**src/rtl/alu_sequencer_pkg.sv**
```systemverilog
// alu_sequencer_pkg: shared definitions for the ALU sequencer.
//   - ALU op codes (the ALU S input)
//   - FSM state encodings
//   - instruction word layout (packed struct + field positions)
package alu_sequencer_pkg;

  typedef enum logic [2:0] {
    OP_ADD = 3'b000,
    OP_SUB = 3'b001,
    OP_AND = 3'b010,
    OP_OR  = 3'b011,
    OP_SHL = 3'b100,
    OP_SHR = 3'b101,
    OP_XOR = 3'b110,
    OP_NOT = 3'b111
  } op_e;

  typedef enum logic [1:0] {
    ST_IDLE = 2'd0,
    ST_EXEC = 2'd1,
    ST_WB   = 2'd2
  } state_e;

  // Instruction field bit positions.
  localparam int OP_HI   = 15;
  localparam int OP_LO   = 13;
  localparam int IMM_BIT = 12;
  localparam int RD_HI   = 11;
  localparam int RD_LO   = 10;
  localparam int RA_HI   = 9;
  localparam int RA_LO   = 8;
  localparam int LOW_HI  = 7;
  localparam int LOW_LO  = 0;

  // Packed view of the 16-bit instruction, MSB first.
  typedef struct packed {
    logic [2:0] op;
    logic       imm;
    logic [1:0] rd;
    logic [1:0] ra;
    logic [7:0] low;   // imm8 when imm=1, else [1:0] = rb
  } instr_t;

  function automatic logic [1:0] rb_of(input instr_t i);
    return i.low[1:0];
  endfunction

endpackage

```
**src/rtl/alu_sequencer_regfile4x8.sv**
```systemverilog
// regfile4x8: small register file for the ALU sequencer.
//   clk, rst         : clock, synchronous active-high clear
//   we/waddr/wdata   : synchronous write port
//   ra_*/rb_*/dbg_*  : three combinational read ports
module regfile4x8 #(
  parameter int NREGS = 4
) (
  input  logic       clk,
  input  logic       rst,
  input  logic       we,
  input  logic [1:0] waddr,
  input  logic [7:0] wdata,
  input  logic [1:0] ra_addr,
  output logic [7:0] ra_data,
  input  logic [1:0] rb_addr,
  output logic [7:0] rb_data,
  input  logic [1:0] dbg_addr,
  output logic [7:0] dbg_data
);

  logic [NREGS-1:0][7:0] mem_q, mem_d;

  always_comb begin
    mem_d = mem_q;
    if (we) mem_d[waddr] = wdata;
  end

  always_ff @(posedge clk) begin
    if (rst) mem_q <= '0;
    else     mem_q <= mem_d;
  end

  assign ra_data  = mem_q[ra_addr];
  assign rb_data  = mem_q[rb_addr];
  assign dbg_data = mem_q[dbg_addr];

endmodule

```
**src/rtl/alu_sequencer.sv**
```systemverilog
// alu_sequencer: single-issue control stage in front of the 8-bit
// combinational ALU. IDLE -> EXEC -> WB, one instruction per 3 cycles.
//   clk, rst                 : clock, synchronous active-high reset
//   instr_valid/ready/instr  : instruction handshake (no skid buffer)
//   alu_a/alu_b/alu_s        : ALU operands/op (held outside EXEC)
//   alu_d/alu_c              : ALU result/carry
//   result_valid/result/rd   : writeback pulse and data
//   flag_c/flag_z            : carry/zero flags
//   dbg_sel/dbg_data         : combinational register peek
// Build option: define ALU_SEQ_FLAGS_EN to get real flag registers;
// otherwise flag_c/flag_z are tied to 0 and alu_c is ignored.
module alu_sequencer
  import alu_sequencer_pkg::*;
#(
  parameter int NREGS = 4
) (
  input  logic        clk,
  input  logic        rst,
  input  logic        instr_valid,
  output logic        instr_ready,
  input  logic [15:0] instr,
  output logic [7:0]  alu_a,
  output logic [7:0]  alu_b,
  output logic [2:0]  alu_s,
  input  logic [7:0]  alu_d,
  input  logic        alu_c,
  output logic        result_valid,
  output logic [7:0]  result,
  output logic [1:0]  result_rd,
  output logic        flag_c,
  output logic        flag_z,
  input  logic [1:0]  dbg_sel,
  output logic [7:0]  dbg_data
);

  state_e     state_q, state_d;
  instr_t     instr_q, instr_d;
  logic [7:0] res_q, res_d;
  logic [7:0] a_q, a_d, b_q, b_d;
  logic [2:0] s_q, s_d;
  logic [7:0] rf_a, rf_b, exec_b;
  logic       wb_en;

  regfile4x8 #(.NREGS(NREGS)) u_rf (
    .clk      (clk),
    .rst      (rst),
    .we       (wb_en),
    .waddr    (instr_q.rd),
    .wdata    (res_q),
    .ra_addr  (instr_q.ra),
    .ra_data  (rf_a),
    .rb_addr  (rb_of(instr_q)),
    .rb_data  (rf_b),
    .dbg_addr (dbg_sel),
    .dbg_data (dbg_data)
  );

  assign exec_b = instr_q.imm ? instr_q.low : rf_b;

  always_comb begin
    state_d = state_q;
    instr_d = instr_q;
    res_d   = res_q;
    a_d     = a_q;
    b_d     = b_q;
    s_d     = s_q;
    wb_en   = 1'b0;
    case (state_q)
      ST_IDLE: begin
        if (instr_valid) begin
          instr_d = instr_t'(instr);
          state_d = ST_EXEC;
        end
      end
      ST_EXEC: begin
        // Remember the operands so the ALU inputs stay still afterwards.
        a_d     = rf_a;
        b_d     = exec_b;
        s_d     = instr_q.op;
        res_d   = alu_d;
        state_d = ST_WB;
      end
      ST_WB: begin
        wb_en   = 1'b1;
        state_d = ST_IDLE;
      end
      default: state_d = ST_IDLE;
    endcase
  end

  always_ff @(posedge clk) begin
    if (rst) begin
      state_q <= ST_IDLE;
      instr_q <= '0;
      res_q   <= '0;
      a_q     <= '0;
      b_q     <= '0;
      s_q     <= '0;
    end else begin
      state_q <= state_d;
      instr_q <= instr_d;
      res_q   <= res_d;
      a_q     <= a_d;
      b_q     <= b_d;
      s_q     <= s_d;
    end
  end

  // Live operands during EXEC; held copies everywhere else.
  assign alu_a = (state_q == ST_EXEC) ? rf_a       : a_q;
  assign alu_b = (state_q == ST_EXEC) ? exec_b     : b_q;
  assign alu_s = (state_q == ST_EXEC) ? instr_q.op : s_q;

  assign instr_ready  = (state_q == ST_IDLE);
  assign result_valid = (state_q == ST_WB);
  assign result       = res_q;
  assign result_rd    = instr_q.rd;

`ifdef ALU_SEQ_FLAGS_EN
  logic res_c_q, res_c_d;
  logic flag_c_q, flag_c_d, flag_z_q, flag_z_d;

  always_comb begin
    res_c_d  = res_c_q;
    flag_c_d = flag_c_q;
    flag_z_d = flag_z_q;
    if (state_q == ST_EXEC) res_c_d = alu_c;
    if (wb_en) begin
      flag_c_d = res_c_q;
      flag_z_d = (res_q == 8'h00);
    end
  end

  always_ff @(posedge clk) begin
    if (rst) begin
      res_c_q  <= 1'b0;
      flag_c_q <= 1'b0;
      flag_z_q <= 1'b0;
    end else begin
      res_c_q  <= res_c_d;
      flag_c_q <= flag_c_d;
      flag_z_q <= flag_z_d;
    end
  end

  assign flag_c = flag_c_q;
  assign flag_z = flag_z_q;
`else
  logic unused_alu_c;
  assign unused_alu_c = alu_c;
  assign flag_c = 1'b0;
  assign flag_z = 1'b0;
`endif

endmodule

```
**config.mk**
```make
export PLATFORM = sky130hd
export DESIGN_NAME = alu_sequencer
export DESIGN_NICKNAME = d
export VERILOG_FILES = /design/src/rtl/alu_sequencer_pkg.sv /design/src/rtl/alu_sequencer_regfile4x8.sv /design/src/rtl/alu_sequencer.sv
export SDC_FILE = /design/constraint.sdc
export NUM_CORES = 1
export LEC_CHECK = 0
export CORE_MARGIN = 3
export CORE_UTILIZATION = 45
export CTS_CLUSTER_SIZE = 8
export DETAILED_ROUTE_END_ITERATION = 16
export PLACE_DENSITY = 0.71
export SLEW_MARGIN = 20
export SYNTH_ARGS = -nofsm -noshare
export SYNTH_HDL_FRONTEND = slang
export SYNTH_SLANG_ARGS = --single-unit
```
**constraint.sdc**
```tcl
create_clock -name clk -period 4.4 [get_ports clk]
set_input_delay 0.66 -clock clk [delete_from_list [all_inputs] [get_ports clk]]
set_output_delay 0.66 -clock clk [all_outputs]
set_load 0.05 [all_outputs]
```
==> results of run 1 <==
## where the power goes
group	internal, W	switching, W
sequential	0.000716	0.0000303
combinational	0.0000871	0.000121
clock	0.000215	0.000243
## per-stage QoR
step / instance area (µm²) / util [%] / setup slack [ps] / hold WS [ps] / power [W]
finish: 4490 / 57.5 / 881 / 481 / 0.00141
global route: 4490 / 57.5 / 753 / 520 / 0.00147
CTS: 4490 / 57.5 / 853 / 482 / 0.00143
detailed placement: 4320 / 55.4 / 849 / 473 / 0.000972
global placement: 4320 / 55.4 / 866 / 466 / 0.000969
floorplan: 3680 / - / 1780 / 452 / 0.000905
## per-layer routing
layer	vias up	routed length (µm)	share of wire (%)	GRT usage (%)
met2	82	4090	49	31.5
met3	13	502	6.0	2.58
li1	1347	-	-	-
met5	-	0	0	0
met4	0	146	1.8	9.00
met1	1290	3590	43	24.8
## worst reg2reg max path, stage by stage (launching register included)
cell and delay [ps]:
dfxtp_1 970, mux2_1 390, a211oi_1 320, nor4_1 100
## synth_stat cells (all sizes together) (2+ instances only)
library cell  count  share of area, %
nor2             41               4.2
buf              21               4.1
nand2            49               5.0
a21oi            36               4.9
dfxtp            77                42
nand2b            2              0.54
clkbuf           13               1.3
o22a              6               1.4
mux2             13               4.8
a211oi            7               1.4
nor2b            15               4.2
mux2i            45                12
mux4             16               9.8
## registers in the layout (all words and copies together) (netlist names)
name	count
instr_q	14
b_q	8
a_q	8
state_q	2
result	8
u_rf.mem_q	32
result_rd	2
s_q	3
## worst paths after layout
kind	slack [ps]	depth (start not counted)	endpoint
worst max-delay path	880	4	alu_b[0]
worst min-delay path	480	2	u_rf.mem_q[25]
worst max register to register	2480	3	b_q[0]
worst min register to register	480	2	u_rf.mem_q[25]
## logic make-up (layout without fill, tap and decap cells)
family,after synthesis,count (layout),share of synthesized area [%]
compound gates,52,52,8.55
buf+inv,35,88,5.52
flops,77,77,42.0
mux,74,74,26.9
other cells,1,2,0.102
simple gates,119,119,17.0
## layout make-up
cell class / instances / share of cell area, %
well taps: 102 / 2.84
inverters: 1 / 0.0836
clock buffers: 11 / 3.15
clock inverters: 4 / 0.557
flip-flops and latches: 77 / 34.3
repair buffers: 72 / 15.7
multi-input cells: 247 / 43.4
==> results by group, run 1 <==
Outcome
  – Status: finished clean

Power and ir drop
  – Worst vdd ir: 0.177 mV
  – Leakage: 1.53 nW
  – Power per standard cell area: 315 nW/µm²

Setup path
  – Crit path largest cell delay: 970 ps
  – Highest-delay cell along the critical path: dfxtp_1
  – Worst setup path startpoint: instr_q[1]
  – Worst Path Buf+Inv: 1
  – CP endpoint kind: output port
  – Crit start category: flop
  – CP arrival: 2860 ps
  – CP cell instances: mux2_1, a211oi_1, nor3_1, clkdlybuf4s50_1
  – CP Max Fanout: 18
  – Required @ worst endpoint: 3740 ps
  – Critical path type: flop to output port
  – RR Startpoint: instr_q[1]
  – Largest delay share family, worst path: flip-flops

Clocking
  – Deepest clock path buffer count: 2
  – Num CTS Buffers: 9
  – Root Buffer: clkbuf_8
  – PostCTS Resize Cnt: 0
  – Clk pin slew, worst setup/hold paths: 70 ps
  – Skew-Pair Late Insertion Delay: 350 ps
  – # hold bufs at CTS: 0
  – CTS H-tree lvls: 3
  – TritonCTS clock tree: yes
  – Clock sinks: 77
  – Postcts setup bufs: 0

Final layout
  – Most common cell after layout, fill and taps aside: dfxtp_1
  – Multi-input combinational cell area: 1950 µm²
  – Fraction of layout cells with a size suffix above 1: 14.8%
  – Non-Filler Instances: 514
  – Reg area: 1540 µm²
  – Leading cell types in the layout, fill and taps excluded: dfxtp_1, clkdlybuf4s50_1, nand2_1
  – Filler cell count: 708
  – Number of antenna diodes: 0
  – Area Overhead vs Synth: 22.2%
  – NumNets Final: 438

Route
  – Antenna Nets Post-Route: 0
  – Number of remaining DRC errors: 0
  – WL/cell: 16.2 µm
  – Via density per instance: 5.32
  – Total Routed Length: 8.33 mm
  – DRT iter0 DRCs: 171
  – First-pass DRT Iterations: 4
  – Vias: 2,732

Yosys
  – Synth warn: 0
  – Ys flop type: dfxtp_1
  – Cell Area, Synth: 3670 µm²
  – Avg Cell Area, Syn: 10.3 µm²
  – Post-synth EDFFs: 0
  – Netlist cell types: 38
  – #FFs+latches synth: 77
  – Post-synth ARST share: 0%
  – Sequential element share of the synthesized area: 42.0%
  – Post-synthesis cell count: 358

Die
  – I/O Pins: 71
  – Core area: 7810 µm²
  – Die Y: 96.4 µm
  – Die ar.: 9280 µm²
  – Initial Util: 47.1%
  – Die width: 96.4 µm
  – Row cnt: 32

Timing
  – Minimum clock period: 3520 ps
  – RSZ-0062 raised after global routing: no
  – Final setup viols: 0
  – Fin. max-slew vios: 0
  – Setup tns final: 0 ps
  – Slew HR: 34.4%
  – Hold Fails Final Rpt: 0
  – Worst clock skew: 6.31 ps
  – Final period utilization: 80.0%
  – FMAX: 284 MHz
  – Worst-margin pin slew: 983 ps

GRT
  – Global Route Usage Sum: 19.1%
  – Vias in the first global route: 2,723
  – Total gr overflow: 0
  – Initial antenna violation count: 0
  – First-pass GRT wire length: 13.3 mm
  – Largest net degree at the start of global routing: 42

Placement
  – Hpwl dp: 5.77 mm
  – Post-Place Cells: 499
  – Input/output buffers: 67
  – Routability cong.: 0.796

Hold path
  – Worst min path class: flop to flop
  – Min-delay src: u_rf.mem_q[25]

Run
  – Number of max-cap violations: 0
Note: power is estimated with default switching activity, not from simulation.
==> run 2: changes to the inputs <==
- PLACE_DENSITY: 0.71 -> 0.74
- clock period: 4.4 -> 2.8 ns (I/O delays scaled with it)
==> run 2 against run 1 <==
  * Sequential power grew 57%
  * Global-route usage grew 0.52 points
  * Worst hold slack gained 6.3 ps
  * Largest cell class unchanged
==> results by group, run 2 (synthesis results as in run 1) <==
Route
  – WL/cell: 16.9 µm (+4.1%)
  – Total Routed Length: 8.76 mm (+5.1%)
  – Vias: 2,815 (+3.0%)
  – First-pass DRT Iterations: 4 (unchanged)
  – DRT iter0 DRCs: 153 (-11%)
  – Antenna Nets Post-Route: 0 (unchanged)
  – Number of remaining DRC errors: 0 (unchanged)
  – Via density per instance: 5.42 (+2.0%)

Power and ir drop
  – Worst vdd ir: 0.294 mV (+66%)
  – Power per standard cell area: 535 nW/µm² (+70%)
  – Leakage: 1.71 nW (+12%)

Setup path
  – Crit start category: flop
  – CP arrival: 2120 ps (-740 ps)
  – Worst Path Buf+Inv: 2 (+1)
  – Critical Path Stages: 4 (unchanged)
  – Worst setup path startpoint: instr_q[8]
  – CP most frequent cell: buf_4
  – RR Endpoint: a_q[5]
  – CP Max Fanout: 5 (-13)
  – Required @ worst endpoint: 2380 ps (-1360 ps)
  – Critical Path Sink: alu_a[1]
  – Highest-delay cell along the critical path: mux4_2
  – Largest delay share family, worst path: multiplexers
  – CP cell instances: buf_4, mux4_2, mux2_4, buf_4
  – Worst R2R Path Depth: 4 (+1)
  – Critical path type: flop to output port
  – R2r setup slk: 990 ps (-1490 ps)
  – Crit path largest cell delay: 540 ps (-430 ps)
  – RR Startpoint: instr_q[8]
  – CP endpoint kind: output port

Final layout
  – Top flop regs: u_rf.mem_q (32), instr_q (14)
  – Number of antenna diodes: 0 (unchanged)
  – Biggest register: u_rf.mem_q
  – Fraction of layout cells with a size suffix above 1: 21.8% (+7.0 points)
  – NumNets Final: 443 (+1.1%)
  – Most common cell after layout, fill and taps aside: dfxtp_1
  – Max FFs per register: 32 (unchanged)
  – Final core occ: 59.3% (+1.8 points)
  – Non-Filler Instances: 519 (+0.97%)
  – Leading cell types in the layout, fill and taps excluded: dfxtp_1, nand2_1, mux2i_1
  – Area Overhead vs Synth: 26.1%

Timing
  – Minimum clock period: 2540 ps
  – Worst-margin pin slew: 646 ps (-336 ps)
  – Setup tns final: 0 ps (unchanged)
  – Final setup viols: 0 (unchanged)
  – FMAX: 394 MHz
  – Hold Fails Final Rpt: 0 (unchanged)
  – Fin. max-slew vios: 0 (unchanged)
  – Final period utilization: 90.7%
  – Worst clock skew: 8.31 ps (+2.00 ps)
  – RSZ-0062 raised after global routing: no
  – Slew HR: 56.7% (+22 points)

Die
  – Core area: 7810 µm² (unchanged)
  – Row cnt: 32 (unchanged)
  – Die Y: 96.4 µm (unchanged)
  – Initial Util: 47.1% (unchanged)
  – I/O Pins: 71 (unchanged)
  – Die width: 96.4 µm (unchanged)
  – Die ar.: 9280 µm² (unchanged)

GRT
  – First-pass GRT wire length: 13.5 mm (+1.5%)
  – Global Route Usage Sum: 19.6% (+0.52 points)
  – Total gr overflow: 0 (unchanged)
  – Initial antenna violation count: 0 (unchanged)
  – Vias in the first global route: 2,718 (-0.18%)
  – Largest net degree at the start of global routing: 32 (-24%)

Hold path
  – Worst min path class: flop to flop

Clocking
  – Skew-Pair Late Insertion Delay: 350 ps (about the same)
  – CTS H-tree lvls: 3 (unchanged)
  – Clock sinks: 77 (unchanged)
  – Root Buffer: clkbuf_8
  – TritonCTS clock tree: yes
  – Deepest clock path buffer count: 2 (unchanged)
  – Num CTS Buffers: 9 (unchanged)
  – Clk pin slew, worst setup/hold paths: 80 ps (about the same)
  – # hold bufs at CTS: 0 (unchanged)

Placement
  – Post-Place Cells: 504 (+1.0%)
  – Routability cong.: 0.784 (-1.6%)
  – Input/output buffers: 67 (unchanged)
  – Hpwl dp: 6.15 mm (+6.6%)

Run
  – Number of max-cap violations: 0 (unchanged)

Outcome
  – Status: finished clean
## run 2: changes by cell type in the layout (fill, tap and decap cells not counted), sizes merged
cell / change
clkinv: -1
dlymetal6s2s: +3
clkdlybuf4s50: -27
bufinv: +2
buf: +29
clkinvlp: -2
clkbuf: +1
## run 2: worst min-delay path: cells and delay by family, from the launching register on
family	cells	cell delay [ps]
DFF	1	330
and+or+nand+nor	1	60
AOI/OAI and AO/OA	1	50
## run 2: per-layer routing
| metal | vias to the layer above | GRT usage [%] | wire length [µm] | part of all wire, % |
|---|---|---|---|---|
| li1 | 1365 | - | - | - |
| met1 | 1335 | 24.8 | 3660 | 42 |
| met2 | 107 | 31.5 | 4290 | 49 |
| met3 | 8 | 3.99 | 659 | 7.5 |
| met4 | 0 | 10.5 | 144 | 1.6 |
| met5 | - | 0 | 0 | 0 |
## run 2: worst min-delay path by stage
| stage | depth (start not counted) | endpoint | slack (ps) | startpoint |
|---|---|---|---|---|
| 2_1_floorplan | 2 | u_rf.mem_q[0] | 450 | u_rf.mem_q[0] |
| 3_3_place_gp | 2 | instr_q[14] | 470 | instr_q[14] |
| 3_5_place_dp | 2 | u_rf.mem_q[4] | 480 | u_rf.mem_q[4] |
| 4_1_cts | 2 | u_rf.mem_q[4] | 490 | u_rf.mem_q[4] |
| 5_1_grt | 2 | u_rf.mem_q[4] | 520 | u_rf.mem_q[4] |
| 6_report | 2 | u_rf.mem_q[4] | 490 | u_rf.mem_q[4] |
## run 2: repair_timing
| item | in CTS | in global routing |
|---|---|---|
| buffers inserted | 0 | 0 |
| setup endpoints to repair | 0 | 3 |
| resized for setup | 0 | 4 |
## run 2: layout make-up
class	instances	area [µm²]
fill	658	3170
multi-input combinational	247	1950
sequential	77	1540
timing repair buffer	77	788
clock buffer	12	155
tap	102	128
clock inverter	3	68.8
inverter	1	3.75
## run 2: power breakdown
group	internal, W	total, W	switching, W
registers	0.00113	0.00117	0.0000417
logic	0.000164	0.000372	0.000207
clock network	0.000548	0.000938	0.000390
## run 2: through the flow
stage	setup WS [ps]	power, W	hold WS, ps	area, µm²
finish	261	0.00248	487	4630
global route	142	0.00256	516	4630
CTS	40.9	0.00250	490	4620
detailed placement	427	0.00156	479	4400
global placement	459	0.00156	469	4400
floorplan	416	0.00142	452	3680
==> run 3: changes to the inputs <==
- SETUP_SLACK_MARGIN: not set -> 0.2
==> run 3 against run 2 <==
  * Sequential power hardly changed
  * Fmax is 3.3% higher
  * Sequential share of layout area is 0.099 points higher
  * Wire length is 0.35% lower
  * Via count is 0.28% lower
==> results by group, run 3 (synthesis results as in run 1) <==
Outcome
  – Status: finished clean

Placement
  – Place WS: 427 ps (unchanged)
  – Hpwl dp: 6.15 mm (unchanged)
  – Post-Place Cells: 504 (unchanged)
  – Placed Instance Area: 4400 µm² (unchanged)
  – Input/output buffers: 67 (unchanged)
  – Routability cong.: 0.784 (unchanged)

Timing
  – Worst-margin pin slew: 641 ps (-4.94 ps)
  – WHS: 487 ps (-0.0110 ps)
  – Minimum clock period: 2460 ps (-82.1 ps)
  – Final setup viols: 0 (unchanged)
  – Hold Fails Final Rpt: 0 (unchanged)
  – FMAX: 407 MHz (+3.3%)
  – Slew HR: 57.2% (+0.51 points)
  – Worst clock skew: 7.51 ps (-0.800 ps)
  – Setup tns final: 0 ps (unchanged)
  – RSZ-0062 raised after global routing: no
  – Setup WS post-layout: 343 ps (+82.1 ps)
  – Fin. max-slew vios: 0 (unchanged)
  – Final period utilization: 87.8% (-2.9 points)

Die
  – Initial Util: 47.1% (unchanged)
  – Row cnt: 32 (unchanged)
  – I/O Pins: 71 (unchanged)
  – Core area: 7810 µm² (unchanged)
  – Die Y: 96.4 µm (unchanged)
  – Die ar.: 9280 µm² (unchanged)
  – Die width: 96.4 µm (unchanged)

Setup path
  – Required @ worst endpoint: 2380 ps (about the same)
  – Crit start category: flop
  – Crit path largest cell delay: 520 ps (-20 ps)
  – Largest delay share family, worst path: flip-flops
  – CP Max Fanout: 22 (+17)
  – Worst Path Buf+Inv: 1 (-1)
  – Highest-delay cell along the critical path: dfxtp_1
  – CP cell instances: nand2b_4, mux2_1, dlygate4sd2_1
  – Critical path type: flop to output port
  – CP arrival: 2040 ps (-80 ps)
  – CP endpoint kind: output port

Final layout
  – Number of antenna diodes: 0 (unchanged)
  – Biggest register: u_rf.mem_q
  – Reg area: 1540 µm² (about the same)
  – Multi-input combinational cell area: 1950 µm² (unchanged)
  – Most common cell after layout, fill and taps aside: dfxtp_1
  – NumNets Final: 443 (unchanged)
  – Area Overhead vs Synth: 25.9%
  – Fraction of layout cells with a size suffix above 1: 22.1% (+0.24 points)
  – Max FFs per register: 32 (unchanged)
  – Leading cell types in the layout, fill and taps excluded: dfxtp_1, nand2_1, mux2i_1
  – Filler cell count: 664 (+0.91%)
  – Non-Filler Instances: 519 (unchanged)
  – Top flop regs: u_rf.mem_q (32), instr_q (14)
  – Final instance area: 4620 µm² (-0.22%)

Clocking
  – Root Buffer: clkbuf_8
  – Clk pin slew, worst setup/hold paths: 70 ps (about the same)
  – TritonCTS clock tree: yes
  – CTS H-tree lvls: 3 (unchanged)
  – Num CTS Buffers: 9 (unchanged)
  – Clock sinks: 77 (unchanged)
  – # hold bufs at CTS: 0 (unchanged)
  – Deepest clock path buffer count: 2 (unchanged)
  – Skew-Pair Late Insertion Delay: 350 ps (about the same)
  – Postcts setup bufs: 0 (unchanged)

Route
  – Total Routed Length: 8.73 mm (-0.35%)
  – Number of remaining DRC errors: 0 (unchanged)
  – WL/cell: 16.8 µm (-0.35%)
  – Vias: 2,807 (-0.28%)
  – Antenna Nets Post-Route: 0 (unchanged)
  – First-pass DRT Iterations: 4 (unchanged)
  – DRT iter0 DRCs: 169 (+10%)
  – Via density per instance: 5.41 (-0.28%)

Power and ir drop
  – Worst vdd ir: 0.293 mV (-0.26%)
  – Power per standard cell area: 536 nW/µm² (+0.23%)
  – Leakage: 1.67 nW (-2.3%)

GRT
  – Initial antenna violation count: 0 (unchanged)
  – First-pass GRT wire length: 13.5 mm (unchanged)
  – Largest net degree at the start of global routing: 32 (unchanged)
  – Global Route Usage Sum: 19.6% (unchanged)
  – Vias in the first global route: 2,716 (-0.074%)
  – Total gr overflow: 0 (unchanged)

Hold path
  – Worst min path class: flop to flop

Run
  – Number of max-cap violations: 0 (unchanged)
run 3: changes by cell type in the layout (fill, tap and decap cells not counted), sizes merged:
cell / previous run / this run
dlygate4sd2: 0 / 3
dlymetal6s2s: 3 / 0
run 3: what timing repair did:
item / 4_1_cts / 5_1_grt
endpoints found under the hold margin: 0 / 0
pin swaps: 0 / 0
setup endpoints to repair: 3 / 6
cloned: 0 / 0
gates resized for setup: 3 / 2
run 3: layout make-up:
type | instances | area share [%]
inverter | 1 | 0.0812
sequential | 77 | 33.4
clock buffer | 12 | 3.36
clock inverter | 3 | 1.49
timing repair buffer | 77 | 16.8
multi-input combinational | 247 | 42.1
tap | 102 | 2.76
run 3: metrics by stage:
stage                     util [%]  power [W]
after floorplan                  -    0.00142
after global placement        56.4    0.00156
after detailed placement      56.4    0.00156
after CTS                     59.2    0.00250
after global routing          59.2    0.00256
final                         59.2    0.00248
run 3: where the power goes:
group,internal (W),total [W],switching [W]
Sequential,0.00113,0.00117,0.0000418
Combinational,0.000163,0.000371,0.000207
Clock,0.000548,0.000939,0.000391
Total,0.00184,0.00248,0.000640
run 3: per-layer routing:
layer / GRT usage [%] / wire length (µm)
met1: 24.8 / 3820
met2: 31.5 / 4180
met3: 3.99 / 483
met4: 10.5 / 238
met5: 0 / 0
run 3: final timing paths:
check                              startpoint       endpoint  slack, ps  cells past startpoint
worst max-delay path               state_q[1]       alu_s[1]        340                      3
worst max register to register     instr_q[8]         a_q[1]       1110                      4
worst min-delay path            u_rf.mem_q[4]  u_rf.mem_q[4]        490                      2
worst min register to register  u_rf.mem_q[4]  u_rf.mem_q[4]        490                      2
run 3: worst register-to-register path, stage by stage, from the launching register on:
cell and delay, ps:
dfxtp_2 430, buf_4 200, mux4_2 550, mux2_4 290
nor2b_4 120
